===== src/rtl/host_debug_bridge.sv =====
// host_debug_bridge: host byte-stream command engine for memory B ports, debug reads, core reset and continue.
// Optional build macro HOST_BRIDGE_TIMEOUT_EN drops a partial command after TIMEOUT_CYCLES idle clocks.
module host_debug_bridge #(
   parameter int WORD_SIZE      = 18,
   parameter int ADDR_SIZE      = 18,
   parameter int NUM_MEMS       = 2,
   parameter int READ_LATENCY   = 2,
   parameter int TIMEOUT_CYCLES = 2500000
) (
   input  logic                          clock,
   input  logic                          reset,
   input  logic [7:0]                    rx_data,
   input  logic                          rx_valid,
   output logic                          rx_ready,
   output logic [7:0]                    tx_data,
   output logic                          tx_valid,
   input  logic                          tx_ready,
   output logic [ADDR_SIZE-1:0]          mem_addr,
   output logic [WORD_SIZE-1:0]          mem_wdata,
   output logic [NUM_MEMS-1:0]           mem_wren,
   input  logic [NUM_MEMS*WORD_SIZE-1:0] mem_rdata,
   output logic                          processor_reset,
   input  logic                          wait_for_continue,
   output logic                          wait_continue_execution,
   output logic                          debug_get_param,
   output logic [3:0]                    debug_reg_addr,
   input  logic [WORD_SIZE-1:0]          debug_data_out
);
   localparam int AB = (ADDR_SIZE + 7) / 8;
   localparam int WB = (WORD_SIZE + 7) / 8;
   localparam logic [7:0] ACK = 8'hA5;
   localparam logic [7:0] NACK = 8'h5A;

   typedef enum logic [2:0] {IDLE, GET_ADDR, GET_DATA, WRITE, READ_WAIT, DBG_WAIT, SEND_WORD, SEND_ACK} state_t;

   state_t          state_q, state_d;
   logic [7:0]      cmd_q, cmd_d, resp_q, resp_d, cnt_q, cnt_d;
   logic [AB*8-1:0] addr_q, addr_d;
   logic [WB*8-1:0] wdata_q, wdata_d, word_q, word_d;
   logic            rx_ready_q, rx_ready_d, prst_q, prst_d, cont_q, cont_d, dbg_q, dbg_d;
   logic [3:0]      dreg_q, dreg_d;
   logic            take, expired;

   assign take                    = rx_valid & rx_ready_q;
   assign rx_ready                = rx_ready_q;
   assign mem_addr                = addr_q[ADDR_SIZE-1:0];
   assign mem_wdata               = wdata_q[WORD_SIZE-1:0];
   assign processor_reset         = prst_q;
   assign wait_continue_execution = cont_q;
   assign debug_get_param         = dbg_q;
   assign debug_reg_addr          = dreg_q;

`ifdef HOST_BRIDGE_TIMEOUT_EN
   localparam int TW = $clog2(TIMEOUT_CYCLES + 1);
   logic [TW-1:0] to_q;
   assign expired = (state_q == GET_ADDR || state_q == GET_DATA) && !take && to_q == TW'(TIMEOUT_CYCLES - 1);
   // idle counter, restarted by every accepted byte and held at zero outside byte collection
   always_ff @(posedge clock or posedge reset)
      if (reset) to_q <= '0;
      else to_q <= (take || !(state_q == GET_ADDR || state_q == GET_DATA)) ? '0 : to_q + 1'b1;
`else
   assign expired = 1'b0;
`endif

   // state and datapath registers; reset aborts any command in flight
   always_ff @(posedge clock or posedge reset) begin
      if (reset) begin
         state_q    <= IDLE;
         cmd_q      <= '0;
         resp_q     <= '0;
         cnt_q      <= '0;
         addr_q     <= '0;
         wdata_q    <= '0;
         word_q     <= '0;
         rx_ready_q <= 1'b0;
         prst_q     <= 1'b1;
         cont_q     <= 1'b0;
         dbg_q      <= 1'b0;
         dreg_q     <= '0;
      end else begin
         state_q    <= state_d;
         cmd_q      <= cmd_d;
         resp_q     <= resp_d;
         cnt_q      <= cnt_d;
         addr_q     <= addr_d;
         wdata_q    <= wdata_d;
         word_q     <= word_d;
         rx_ready_q <= rx_ready_d;
         prst_q     <= prst_d;
         cont_q     <= cont_d;
         dbg_q      <= dbg_d;
         dreg_q     <= dreg_d;
      end
   end

   // command decode, byte collection (LSB first, shifted in from the top) and response sequencing
   always_comb begin
      state_d = state_q;
      cmd_d   = cmd_q;
      resp_d  = resp_q;
      cnt_d   = cnt_q;
      addr_d  = addr_q;
      wdata_d = wdata_q;
      word_d  = word_q;
      prst_d  = prst_q;
      dreg_d  = dreg_q;
      cont_d  = 1'b0;
      dbg_d   = 1'b0;
      case (state_q)
         IDLE: if (take) begin
            cmd_d   = rx_data;
            cnt_d   = '0;
            state_d = SEND_ACK;
            resp_d  = NACK;
            if ((rx_data[7:4] == 4'h1 || rx_data[7:4] == 4'h2) && 32'(rx_data[3:0]) < NUM_MEMS) state_d = GET_ADDR;
            else if (rx_data[7:1] == 7'h18) begin
               prst_d = ~rx_data[0];
               resp_d = ACK;
            end else if (rx_data[7:4] == 4'h4) begin
               dbg_d   = 1'b1;
               dreg_d  = rx_data[3:0];
               state_d = DBG_WAIT;
            end else if (rx_data == 8'h50 && wait_for_continue) begin
               cont_d = 1'b1;
               resp_d = ACK;
            end
         end
         GET_ADDR: if (take) begin
            addr_d = (AB*8)'({rx_data, addr_q} >> 8);
            cnt_d  = cnt_q == 8'(AB - 1) ? '0 : cnt_q + 8'd1;
            if (cnt_q == 8'(AB - 1)) state_d = cmd_q[7:4] == 4'h1 ? GET_DATA : READ_WAIT;
         end
         GET_DATA: if (take) begin
            wdata_d = (WB*8)'({rx_data, wdata_q} >> 8);
            cnt_d   = cnt_q + 8'd1;
            if (cnt_q == 8'(WB - 1)) state_d = WRITE;
         end
         WRITE: begin
            state_d = SEND_ACK;
            resp_d  = ACK;
         end
         READ_WAIT: begin
            cnt_d = cnt_q + 8'd1;
            if (cnt_q == 8'(READ_LATENCY)) begin
               for (int m = 0; m < NUM_MEMS; m++)
                  if (cmd_q[3:0] == 4'(m)) word_d = (WB*8)'(mem_rdata[m*WORD_SIZE +: WORD_SIZE]);
               cnt_d   = '0;
               state_d = SEND_WORD;
            end
         end
         DBG_WAIT: begin
            cnt_d = cnt_q + 8'd1;
            if (cnt_q == 8'd1) begin
               word_d  = (WB*8)'(debug_data_out);
               cnt_d   = '0;
               state_d = SEND_WORD;
            end
         end
         SEND_WORD: if (tx_ready) begin
            word_d  = word_q >> 8;
            cnt_d   = cnt_q + 8'd1;
            if (cnt_q == 8'(WB - 1)) state_d = IDLE;
         end
         default: if (tx_ready) state_d = IDLE;
      endcase
      if (expired) state_d = IDLE;
   end

   // link handshakes and one-hot write strobe derived from the FSM state
   always_comb begin
      rx_ready_d = state_d == IDLE || state_d == GET_ADDR || state_d == GET_DATA;
      tx_valid   = state_q == SEND_WORD || state_q == SEND_ACK;
      tx_data    = state_q == SEND_ACK ? resp_q : state_q == SEND_WORD ? word_q[7:0] : 8'h00;
      mem_wren   = state_q == WRITE ? NUM_MEMS'(1) << cmd_q[3:0] : '0;
   end
endmodule

===== config.mk =====
export PLATFORM = sky130hd
export DESIGN_NAME = host_debug_bridge
export DESIGN_NICKNAME = d
export VERILOG_FILES = /design/src/rtl/host_debug_bridge.sv
export SDC_FILE = /design/constraint.sdc
export NUM_CORES = 1
export LEC_CHECK = 0
export CORE_MARGIN = 8
export CORE_UTILIZATION = 47
export CTS_BUF_LIST = sky130_fd_sc_hd__clkbuf_2 sky130_fd_sc_hd__clkbuf_4 sky130_fd_sc_hd__clkbuf_8
export CTS_CLUSTER_SIZE = 40
export DETAILED_ROUTE_END_ITERATION = 16
export PLACE_DENSITY = 0.79
export SLEW_MARGIN = 0
export SYNTH_ARGS = -nofsm -noshare
export SYNTH_HDL_FRONTEND = slang
export SYNTH_SLANG_ARGS = --single-unit

===== constraint.sdc =====
create_clock -name clock -period 3.27 [get_ports clock]
set_input_delay 0.8175 -clock clock [delete_from_list [all_inputs] [get_ports clock]]
set_output_delay 0.8175 -clock clock [all_outputs]
set_load 0.005 [all_outputs]

==> Word-level counts from Yosys, hierarchy flattened <==
Index checks and enable logic that the tools add are counted.
Widths: inputs -> output; s select.
{ "classes": {"n_addsub": 1, "bitwise": 4, "reduce_logical": 20, "shifts": 1, "mux": 48, "order_cmp": 1, "n_eq_ne": 25} }
{ "ops": {"columns": ["op", "count"], "rows": [
  ["$mux 24", 5],
  ["$mux 8", 13],
  ["$pmux 24 s3", 1],
  ["$pmux 8 s6", 1],
  ["$mux 3", 12],
  ["$pmux 3 s7", 1],
  ["$pmux 8 s2", 1],
  ["$reduce_and 5->1", 3],
  ["$eq 3x3->1 const B", 4],
  ["$eq 4x1->1 const B", 3],
  ["$ne 2x2->1 const B", 6],
  ["$mux 1", 11],
  ["$eq 3x2->1 const B", 3],
  ["$add 8x1->8 const B", 1],
  ["$eq 8x1->1 const B", 1],
  ["$eq 8x2->1 const B", 1],
  ["$eq 8x7->1 const B", 1],
  ["$reduce_and 2->1", 4],
  ["$eq 7x5->1 const B", 1],
  ["$eq 3x1->1 const B", 2],
  ["$logic_not 3->1", 2],
  ["$mux 2", 3],
  ["$reduce_bool 6->1", 1],
  ["$eq 4x2->1 const B", 1],
  ["other kinds (12)", 18]
]} }
{ "totals": {"word_cells": 112, "register_bits": 107, "input_bits": 67} }

==> Logic depth before layout (Yosys ltp) <==
Gate-level depths: netlist of the first run.
{ "depth": {"word_depth": 9, "mapped_depth": 8, "ltp_nobuf": 7} }

==> Worst setup path before layout of the first run <==
Ideal clock, no wire load.
{ "synth_path": {"kind": "reg2out", "from": "register cmd_q[1]", "to": "output mem_wren[1]", "arrival_ps": 1339, "path_stages_with_launch": 5, "path_slack_ps": 1113, "required_ps": 2453, "cell_sequence": "dfrtp_1 nor4b_1 buf_2 buf_4 and3_1"} }
{ "synth_via": {"elab_chain_len": 2} }
{ "synth_lines": {"columns": ["item", "line_no", "source"], "rows": [
  ["start, declared", "37", "logic [7:0] cmd_q, cmd_d, resp_q, resp_d, cnt_q, cnt_d;"],
  ["start signal, assigned", "82", "cmd_q <= cmd_d;"],
  ["$shl 1x4->2", "174", "mem_wren = state_q == WRITE ? NUM_MEMS'(1) << cmd_q[3:0] : '0;"],
  ["$mux 2", "174", null],
  ["end, declared", "20", "output logic [NUM_MEMS-1:0] mem_wren,"]
]} }
No other way between the ends.

==> Worst setup path after layout of the first run <==
{ "layout_path": {"from": "register state_q[0]", "to": "output mem_wren[1]"} }
{ "layout_via": {"elab_chain_len": 2} }
{ "layout_lines": {"columns": ["item", "line_no", "source"], "rows": [
  ["start, declared", "36", "state_t state_q, state_d;"],
  ["start signal, assigned", "81", "state_q <= state_d;"],
  ["$eq 3x2->1", "174", null],
  ["$mux 2", "174", null]
]} }
No other way between the ends.

==> results of run 1 <==
-- synth_stat cells, types with 2 or more instances --
cell | count | share of area
sky130_fd_sc_hd__o41ai_1 | 2 | 0.0034
sky130_fd_sc_hd__mux2i_1 | 28 | 0.055
sky130_fd_sc_hd__a22o_2 | 2 | 0.0039
sky130_fd_sc_hd__buf_4 | 37 | 0.054
sky130_fd_sc_hd__o32ai_1 | 10 | 0.017
sky130_fd_sc_hd__and3_1 | 3 | 0.0037
sky130_fd_sc_hd__mux2_2 | 62 | 0.14
sky130_fd_sc_hd__a211oi_1 | 3 | 0.0044
sky130_fd_sc_hd__ha_1 | 3 | 0.0073
sky130_fd_sc_hd__o21ai_0 | 25 | 0.024
sky130_fd_sc_hd__nor3_1 | 4 | 0.0039
sky130_fd_sc_hd__clkbuf_8 | 3 | 0.0081
sky130_fd_sc_hd__nor2b_1 | 3 | 0.0037
sky130_fd_sc_hd__a22o_1 | 2 | 0.0034
sky130_fd_sc_hd__nand3_1 | 5 | 0.0049
sky130_fd_sc_hd__nand4_1 | 3 | 0.0037
sky130_fd_sc_hd__nand2_1 | 59 | 0.043
sky130_fd_sc_hd__nor2_1 | 13 | 0.0095
sky130_fd_sc_hd__a21oi_1 | 22 | 0.022
sky130_fd_sc_hd__nor3_2 | 2 | 0.0039
sky130_fd_sc_hd__inv_1 | 17 | 0.012
sky130_fd_sc_hd__nor3b_1 | 2 | 0.0029
sky130_fd_sc_hd__buf_2 | 5 | 0.0049
sky130_fd_sc_hd__dfrtp_1 | 94 | 0.46
sky130_fd_sc_hd__and3_2 | 3 | 0.0044
sky130_fd_sc_hd__a221o_1 | 2 | 0.0039
sky130_fd_sc_hd__nor4_1 | 3 | 0.0037
sky130_fd_sc_hd__a31oi_1 | 3 | 0.0037
sky130_fd_sc_hd__nor4b_1 | 3 | 0.0051
sky130_fd_sc_hd__clkbuf_1 | 15 | 0.011
sky130_fd_sc_hd__o31ai_1 | 5 | 0.0073
sky130_fd_sc_hd__nand2b_1 | 15 | 0.018
-- cells by family (layout without fill, tap and decap cells) --
logic type / after synthesis / after routing / synth area share
mux: 91 / 91 / 0.193
simple gates: 127 / 127 / 0.130
flops: 95 / 95 / 0.465
xor+xnor: 1 / 1 / 0.00171
fa+ha+maj: 3 / 3 / 0.00733
buf+inv: 79 / 167 / 0.0921
compound gates: 85 / 85 / 0.111
-- final timing paths --
path	slack, ns	start	end
max	0.25	state_q[0]	mem_wren[1]
min	0.48	cmd_q[4]	cmd_q[4]
max reg2reg	0.84	state_q[1]	word_q[6]
min reg2reg	0.48	cmd_q[4]	cmd_q[4]
max in group asynchronous	1.72	reset	wdata_q[15]
min in group asynchronous	0.94	reset	wdata_q[8]
-- metal layers --
layer  part of all wire  global-route usage
met1               0.42               0.215
met2               0.51               0.284
met3              0.053              0.0308
met4              0.019              0.0601
met5                  0                   0
-- through the flow --
| step | setup WS [ns] | cell area [um2] | std cells |
|---|---|---|---|
| after floorplan | 1.11 | 5120 | 481 |
| after global placement | 0.539 | 6240 | 693 |
| after detailed placement | 0.443 | 6240 | 693 |
| after CTS | 0.266 | 6430 | 709 |
| after global routing | 0.175 | 6430 | 709 |
| final | 0.249 | 6430 | 709 |
-- worst max-delay path, cell delays in order, from the launching register on --
cell and delay, ns:
sky130_fd_sc_hd__dfrtp_1 0.63, sky130_fd_sc_hd__and2_1 0.32, sky130_fd_sc_hd__buf_4 0.22, sky130_fd_sc_hd__and3_1 0.18, sky130_fd_sc_hd__clkdlybuf4s50_1 0.51
-- report_power, final --
part | switching, mW | internal, mW
sequential | 0.378 | 1.68
clock | 0.442 | 0.319
combinational | 1.15 | 1.31
-- state kept, by name, summed over array words and instances (netlist names) --
name / count
cmd_q: 8
addr_q: 24
debug_get_param: 1
cnt_q: 8
rx_ready: 1
word_q: 18
resp_q: 2
wdata_q: 24
debug_reg_addr: 4
state_q: 3
wait_continue_execution: 1
processor_reset: 1
-- final cells by class --
class                   instances  share of cell area
well taps                     140              0.0272
flip-flops and latches         95               0.370
repair buffers                132               0.205
clock buffers                  10              0.0214
clock inverters                 6             0.00933
multi-input cells             307               0.356
inverters                      19              0.0117
-- cells in the final DEF, fill, tap and decap left out, types with 3 or more instances in the layout --
cell type | netlist | routed
sky130_fd_sc_hd__nor2b_1 | 3 | 3
sky130_fd_sc_hd__nor4_1 | 3 | 3
sky130_fd_sc_hd__nor3_4 | 1 | 3
sky130_fd_sc_hd__o21ai_0 | 25 | 25
sky130_fd_sc_hd__o32ai_1 | 10 | 10
sky130_fd_sc_hd__nand2_1 | 59 | 59
sky130_fd_sc_hd__a21oi_1 | 22 | 22
sky130_fd_sc_hd__nor3_1 | 4 | 4
sky130_fd_sc_hd__clkbuf_8 | 3 | 10
sky130_fd_sc_hd__inv_8 | 0 | 3
sky130_fd_sc_hd__and3_1 | 3 | 3
sky130_fd_sc_hd__and3_2 | 3 | 3
sky130_fd_sc_hd__mux2_2 | 62 | 62
sky130_fd_sc_hd__dfrtp_1 | 94 | 94
sky130_fd_sc_hd__nand4_1 | 3 | 3
sky130_fd_sc_hd__inv_1 | 17 | 16
sky130_fd_sc_hd__buf_4 | 37 | 9
sky130_fd_sc_hd__nor2_1 | 13 | 13
sky130_fd_sc_hd__a211oi_1 | 3 | 3
sky130_fd_sc_hd__nand2b_1 | 15 | 15
sky130_fd_sc_hd__clkdlybuf4s50_1 | 0 | 121
sky130_fd_sc_hd__mux2i_1 | 28 | 28
sky130_fd_sc_hd__o31ai_1 | 5 | 5
sky130_fd_sc_hd__nand3_1 | 5 | 5
sky130_fd_sc_hd__a31oi_1 | 3 | 3
sky130_fd_sc_hd__ha_1 | 3 | 3
==> results.md, run 1 <==
Worst setup path:
- The endpoint arrival time on the critical path is 2.20 ns.
- The required time at the endpoint of the critical path is 2.45 ns.
- The type of element launching the critical path is a flop.
- The path depth of the worst reg2reg path is 5.
- The kind of capture point of the worst setup path is an output pin.
- By startpoint and endpoint, the worst setup path is classified as flop to output pin.
- Of all nets on the critical path, the largest fanout is 12.

Timing:
- The count of final hold-check violations is 0.
- The slew of the pin with the lowest slew margin is 0.773 ns.
- Setup repair after global routing left no endpoint under its margin.
- Final hold analysis gives a worst-case slack of 0.484 ns.
- Setup violations remaining at the end of the flow were counted as 0.
- The max-slew headroom at the worst pin is 0.484.
- The setup clock skew after layout is 0.0109 ns.
- The final critical path time including I/O delays and setup is 3.02 ns.
- The top achievable clock speed is 331 MHz.
- The final period utilization is 0.924.
- The max-slew violation count was 0.
- The total negative slack is 0 ns.

Yosys:
- The Yosys step of the flow raised 0 warnings.
- The number of nets in the synthesized netlist is 551.
- In this run, synthesis produced a sequential element count of 95.
- The distinct cell type count of the synthesized netlist is 55.
- For this run, the register share of the synthesized area comes to 0.465.
- The post-synthesis cell count is 481.
- The synthesized netlist occupies a cell area of 5120 um2.
- Counting flops with an async set or reset pin after synthesis yields a share of 1.00.
- A synthesized cell averages 10.6 um2.
- The number of flops mapped to enable cells by yosys is 0.
- For this run, the leading register cell type out of synthesis is sky130_fd_sc_hd__dfrtp_1.

Hold path:
- The worst hold path class is flop to flop.
- Counting instances, the worst hold path has a depth of 2.

Cells and area:
- The sequential cells in the finished layout cover a total of 2380 um2.
- In the final layout, the multi-input gates occupy 2290 um2.
- Counting the fill cells in the layout gives 907.
- The utilization of the core after routing is 0.599.
- The repair_antennas step left the layout with diodes totalling 0.
- The signed area change from the synthesized netlist to the final layout is 25.7%.
- In the final layout, the share of cells above drive strength 1 is 0.193.
- For this run, the post-layout net count is 634.

GRT:
- The number of global-route vias before repair was 3924.
- In the global route stage, overall resource usage came out at 0.170.
- Entering global routing, the biggest net connects 35 pins.
- For this run the aggregate overflow at the end of global routing stands at 0.
- The initial antenna violation count is 0.
- The first global-routing pass estimated 20.1 mm of wire.

Clocking:
- The cell at the root of the clock tree is sky130_fd_sc_hd__clkbuf_8.
- Clock-pin slew was measured on the worst setup and hold paths at 0.09 ns.
- Post-CTS repair changed the size of 0 cells.
- The post-CTS setup-driven buffer insertion count is 0.
- The clock passes through at most 2 buffers.
- At the later pin of the worst-skew pair, clock insertion delay measures 0.35 ns.
- Buffers inserted during clock tree synthesis total 9.
- The TritonCTS clock tree is done.
- For this design, the sink count on the clock tree is 95.
- The clock tree synthesis step divided the H-tree into 3 levels.
- The number of hold buffers added after CTS is 0.

Power:
- The leakage power is 2.85 nW.
- The worst-case IR drop observed on VDD is 0.000338 V.
- Dividing total power by cell area gives a power density of 820 nW/um2.
- The total power is 5.28 mW.

Detailed routing:
- In the routed design, unresolved DRC markers number 0.
- The number of optimization iterations in the first detailed-route pass is 4.
- The iteration-0 DRC count of the detailed router is 234.
- The count of nets left with antenna violations once routing finished came out at 0.
- The detail-routed net length per standard cell is 17.3 um.
- Across all layers, the routed design uses 3870 vias.
- In the routed layout, each cell is associated on average with a via count of 5.46.
- The total wire length after detailed routing is 12.3 mm.

Die:
- The number of I/O pins is 122.
- The horizontal extent of the die is 120 um.
- After floorplanning, the core was sized to cover 10700 um2.
- After floorplanning, the core was divided into 38 placement rows.
- The starting utilization of the core area is 0.476.
- The floorplan step set the die height to 120 um.
- The total die area is 14500 um2.

Outcome:
- The run finished with clean final reports.

Place:
- The weighted congestion reported at the end of routability-driven placement is 0.886.
- The count of buffers added on input and output ports is 121.
- Summed over all nets, the half-perimeter wirelength after detailed placement is 9.36 mm.

Job:
- The tool flagged a number of max-cap violations equal to 0.
Note: power is estimated with default switching activity, not from simulation.
==> inputs of run 2 (changes only) <==
Settings changed: PLACE_DENSITY 0.79 to unset, PLACE_DENSITY_LB_ADDON set to 0.3.
==> results.md, run 2 (synthesis results as in run 1) <==
Outcome:
- The flow ran to the end, and the final reports show no timing, DRC or antenna violations.

Power:
- The power density of the placed cells is 818 nW/um2 (-0.28%).
- The combinational power share is 0.469 (+0.003).
- The peak supply drop is 0.000349 V (+3.3%).
- The internal power summed over all cells is 3.30 mW (-0.45%).
- The fraction of power consumed by sequential logic is 0.391 (about the same).
- The switching share of power was 0.372 (-0.000785).
- The net switching power of the design is 1.95 mW (-0.78%).
- The leakage power is 2.84 nW (-0.48%).
- The total power was 5.25 mW (-0.57%).
- The clock share of power is 0.140 (-0.004).

Clocking:
- The clock-pin slew on the worst setup and hold paths is 0.09 ns (about the same).
- The post-CTS setup-driven buffer insertion count is 0 (unchanged).
- The worst-skew pair later-pin latency is 0.37 ns (+0.02 ns).
- The count of cells resized by post-cts repair came to 0 (unchanged).
- TritonCTS built the clock tree.
- The clock sink total is 95 (unchanged).
- The cell sitting at the root of the clock tree is a sky130_fd_sc_hd__clkbuf_8.
- The number of buffers inserted during clock tree synthesis is 9 (unchanged).
- The number of hold buffers added after CTS is 0 (unchanged).
- The level count of the clock H-tree was 3 (unchanged).
- The deepest clock path buffer count is 2 (unchanged).

Detailed routing:
- The mean number of vias per cell is 5.38 (-1.5%).
- The count of nets left with antenna violations after detail routing is 0 (unchanged).
- The total wire length after detailed routing was 12.2 mm (-0.79%).
- The iteration-0 DRC count of the detailed router is 194 (-17%).
- The number of remaining DRC errors was 0 (unchanged).
- The number of optimization iterations in the first detailed-route pass was 4 (unchanged).
- The detail-routed net length per standard cell is 17.1 um (-0.93%).
- The via count of the routed design is 3818 (-1.3%).

Timing:
- Setup repair after global routing left no endpoint under its margin.
- The count of final hold-check violations was 0 (unchanged).
- The final period utilization is 0.930 (+0.00618).
- The slew of the pin with the lowest slew margin was 0.694 ns (-0.0791 ns).
- The total negative slack is 0 ns (unchanged).
- The count of final setup violators is 0 (unchanged).
- The final critical path time including I/O delays and setup is 3.04 ns (+0.0202 ns).
- The setup clock skew after layout is 0.0126 ns (+0.00171 ns).
- The max-slew headroom at the worst pin is 0.534 (+0.0507).
- The max-slew violation count is 0 (unchanged).
- The top achievable clock speed is 329 MHz (-0.66%).

Cells and area:
- The net count of the finished layout was 635 (+0.16%).
- The largest registers in the layout are addr_q: 24 flops, wdata_q: 24 flops, word_q: 18 flops.
- The footprint of the flip-flops and latches is 2380 um2 (unchanged).
- The library cell used most frequently in the layout, excluding fill and tap cells, is sky130_fd_sc_hd__clkdlybuf4s50_1.
- The number of antenna cells inserted is 0 (unchanged).
- The share of cells above drive strength 1 is 0.195 (+0.00142).
- From synthesis to final layout, the design area changed by 25.3%.
- In the layout the commonest cells are sky130_fd_sc_hd__clkdlybuf4s50_1 (121), sky130_fd_sc_hd__dfrtp_1 (94), sky130_fd_sc_hd__mux2_2 (62).
- The utilization of the core after routing is 0.597 (-0.00175).
- The area occupied by multi-input gates is 2290 um2 (unchanged).
- The fill cell total of the finished layout is 952 (+5.0%).

Worst setup path:
- The type of element launching the critical path is a flop.
- By startpoint and endpoint, the worst setup path is classified as flop to output pin.
- The path depth of the worst reg2reg path is 5 (unchanged).
- The kind of capture point of the worst setup path is an output pin.
- The capturing element of the worst setup path is mem_wren[1].
- The required time at the endpoint of the critical path was 2.45 ns (about the same).
- The setup slack of the worst register-to-register path is 0.93 ns (+0.09 ns).
- The maximum net fanout on the critical path is 12 (unchanged).
- In this run the critical register-to-register path is launched from state_q[1].
- Tracing the worst setup path back leads to its startpoint at state_q[1].
- The endpoint arrival time on the critical path is 2.22 ns (+0.02 ns).
- In this run the critical register-to-register path is captured at rx_ready.

Place:
- The count of buffers from port buffering is 121 (unchanged).
- The half-perimeter wire length of the detailed placement result was 9.16 mm (-2.1%).
- The weighted congestion reported at the end of routability-driven placement is 0.894 (+0.91%).

GRT:
- The total routing resource utilization after global routing is 0.168 (-0.00170).
- The number of global-route vias before repair is 3901 (-0.59%).
- The residual overflow from global routing is 0 (unchanged).
- The global-route wire length before repair came to 19.8 mm (-1.6%).
- The initial antenna violation count is 0 (unchanged).
- The maximum number of pins on one net before global-route repair is 55 (+57%).

Die:
- The core footprint is 10700 um2 (unchanged).
- The total die area is 14500 um2 (unchanged).
- The die extent in y is 120 um (unchanged).
- The starting utilization of the core area is 0.476 (unchanged).
- The placement row count is 38 (unchanged).
- The number of I/O pins was 122 (unchanged).
- The horizontal extent of the die came to 120 um (unchanged).

Hold path:
- The hold path depth was 2 (unchanged).
- The hold path startpoint is cmd_q[5].
- In this run the worst hold path is classified as flop to flop.

Job:
- The max capacitance violation total came to 0 (unchanged).
==> run 2: changes by cell type in the layout (fill, tap and decap cells not counted), sizes merged <==
cell and delta:
buf +1, clkinv -1, clkinvlp +2, inv -1
==> run 2: power by group through the flow <==
| stage | logic (mW) | clock network [mW] | registers, mW |
|---|---|---|---|
| 5_1_grt | 2.69 | 0.798 | 2.12 |
| 2_1_floorplan | 1.83 | 0 | 1.92 |
| 4_1_cts | 2.48 | 0.753 | 2.05 |
| 3_5_place_dp | 2.47 | 0 | 2.07 |
| 6_report | 2.46 | 0.735 | 2.05 |
| 3_3_place_gp | 2.40 | 0 | 2.05 |
==> run 2: stage by stage <==
step           setup WS (ns)  hold WS (ns)  cell area, um2  instances
6_report               0.228         0.492            6410        710
5_1_grt                0.179         0.526            6410        710
4_1_cts                0.260         0.487            6410        710
3_5_place_dp           0.445         0.464            6230        694
3_3_place_gp           0.603         0.451            6230        694
2_1_floorplan           1.11         0.438            5120        481
==> run 2: metal layers <==
metal | vias up | part of all wire | GRT usage
met5 | - | 0 | 0
met1 | 1892 | 0.45 | 0.215
met3 | 9 | 0.043 | 0.0354
met2 | 85 | 0.49 | 0.278
li1 | 1832 | - | -
met4 | 0 | 0.011 | 0.0539
==> run 2: how the worst min path moves through the flow <==
| stage | endpoint | slack [ns] |
|---|---|---|
| 2_1_floorplan | cmd_q[7] | 0.44 |
| 3_3_place_gp | cmd_q[4] | 0.45 |
| 3_5_place_dp | cmd_q[5] | 0.46 |
| 4_1_cts | cmd_q[5] | 0.49 |
| 5_1_grt | cmd_q[5] | 0.53 |
| 6_report | cmd_q[5] | 0.49 |
==> run 2: layout make-up <==
type / instances / share of cell area
clock inverter: 6 / 0.00819
timing repair buffer: 133 / 0.205
clock buffer: 10 / 0.0205
tap: 140 / 0.0273
sequential: 95 / 0.371
multi-input combinational: 307 / 0.357
inverter: 19 / 0.0117
==> run 2: worst max-delay path, cell delays in order, from the launching register on <==
cell	delay (ns)
sky130_fd_sc_hd__dfrtp_1	0.62
sky130_fd_sc_hd__and2_1	0.31
sky130_fd_sc_hd__buf_4	0.22
sky130_fd_sc_hd__and3_1	0.17
sky130_fd_sc_hd__clkdlybuf4s50_1	0.54
==> inputs of run 3 (changes only) <==
Settings changed: GPL_ROUTABILITY_DRIVEN set to 0.
==> results of run 3 <==
Same layout as run 2: the final DEF is identical, and so are final timing and power.
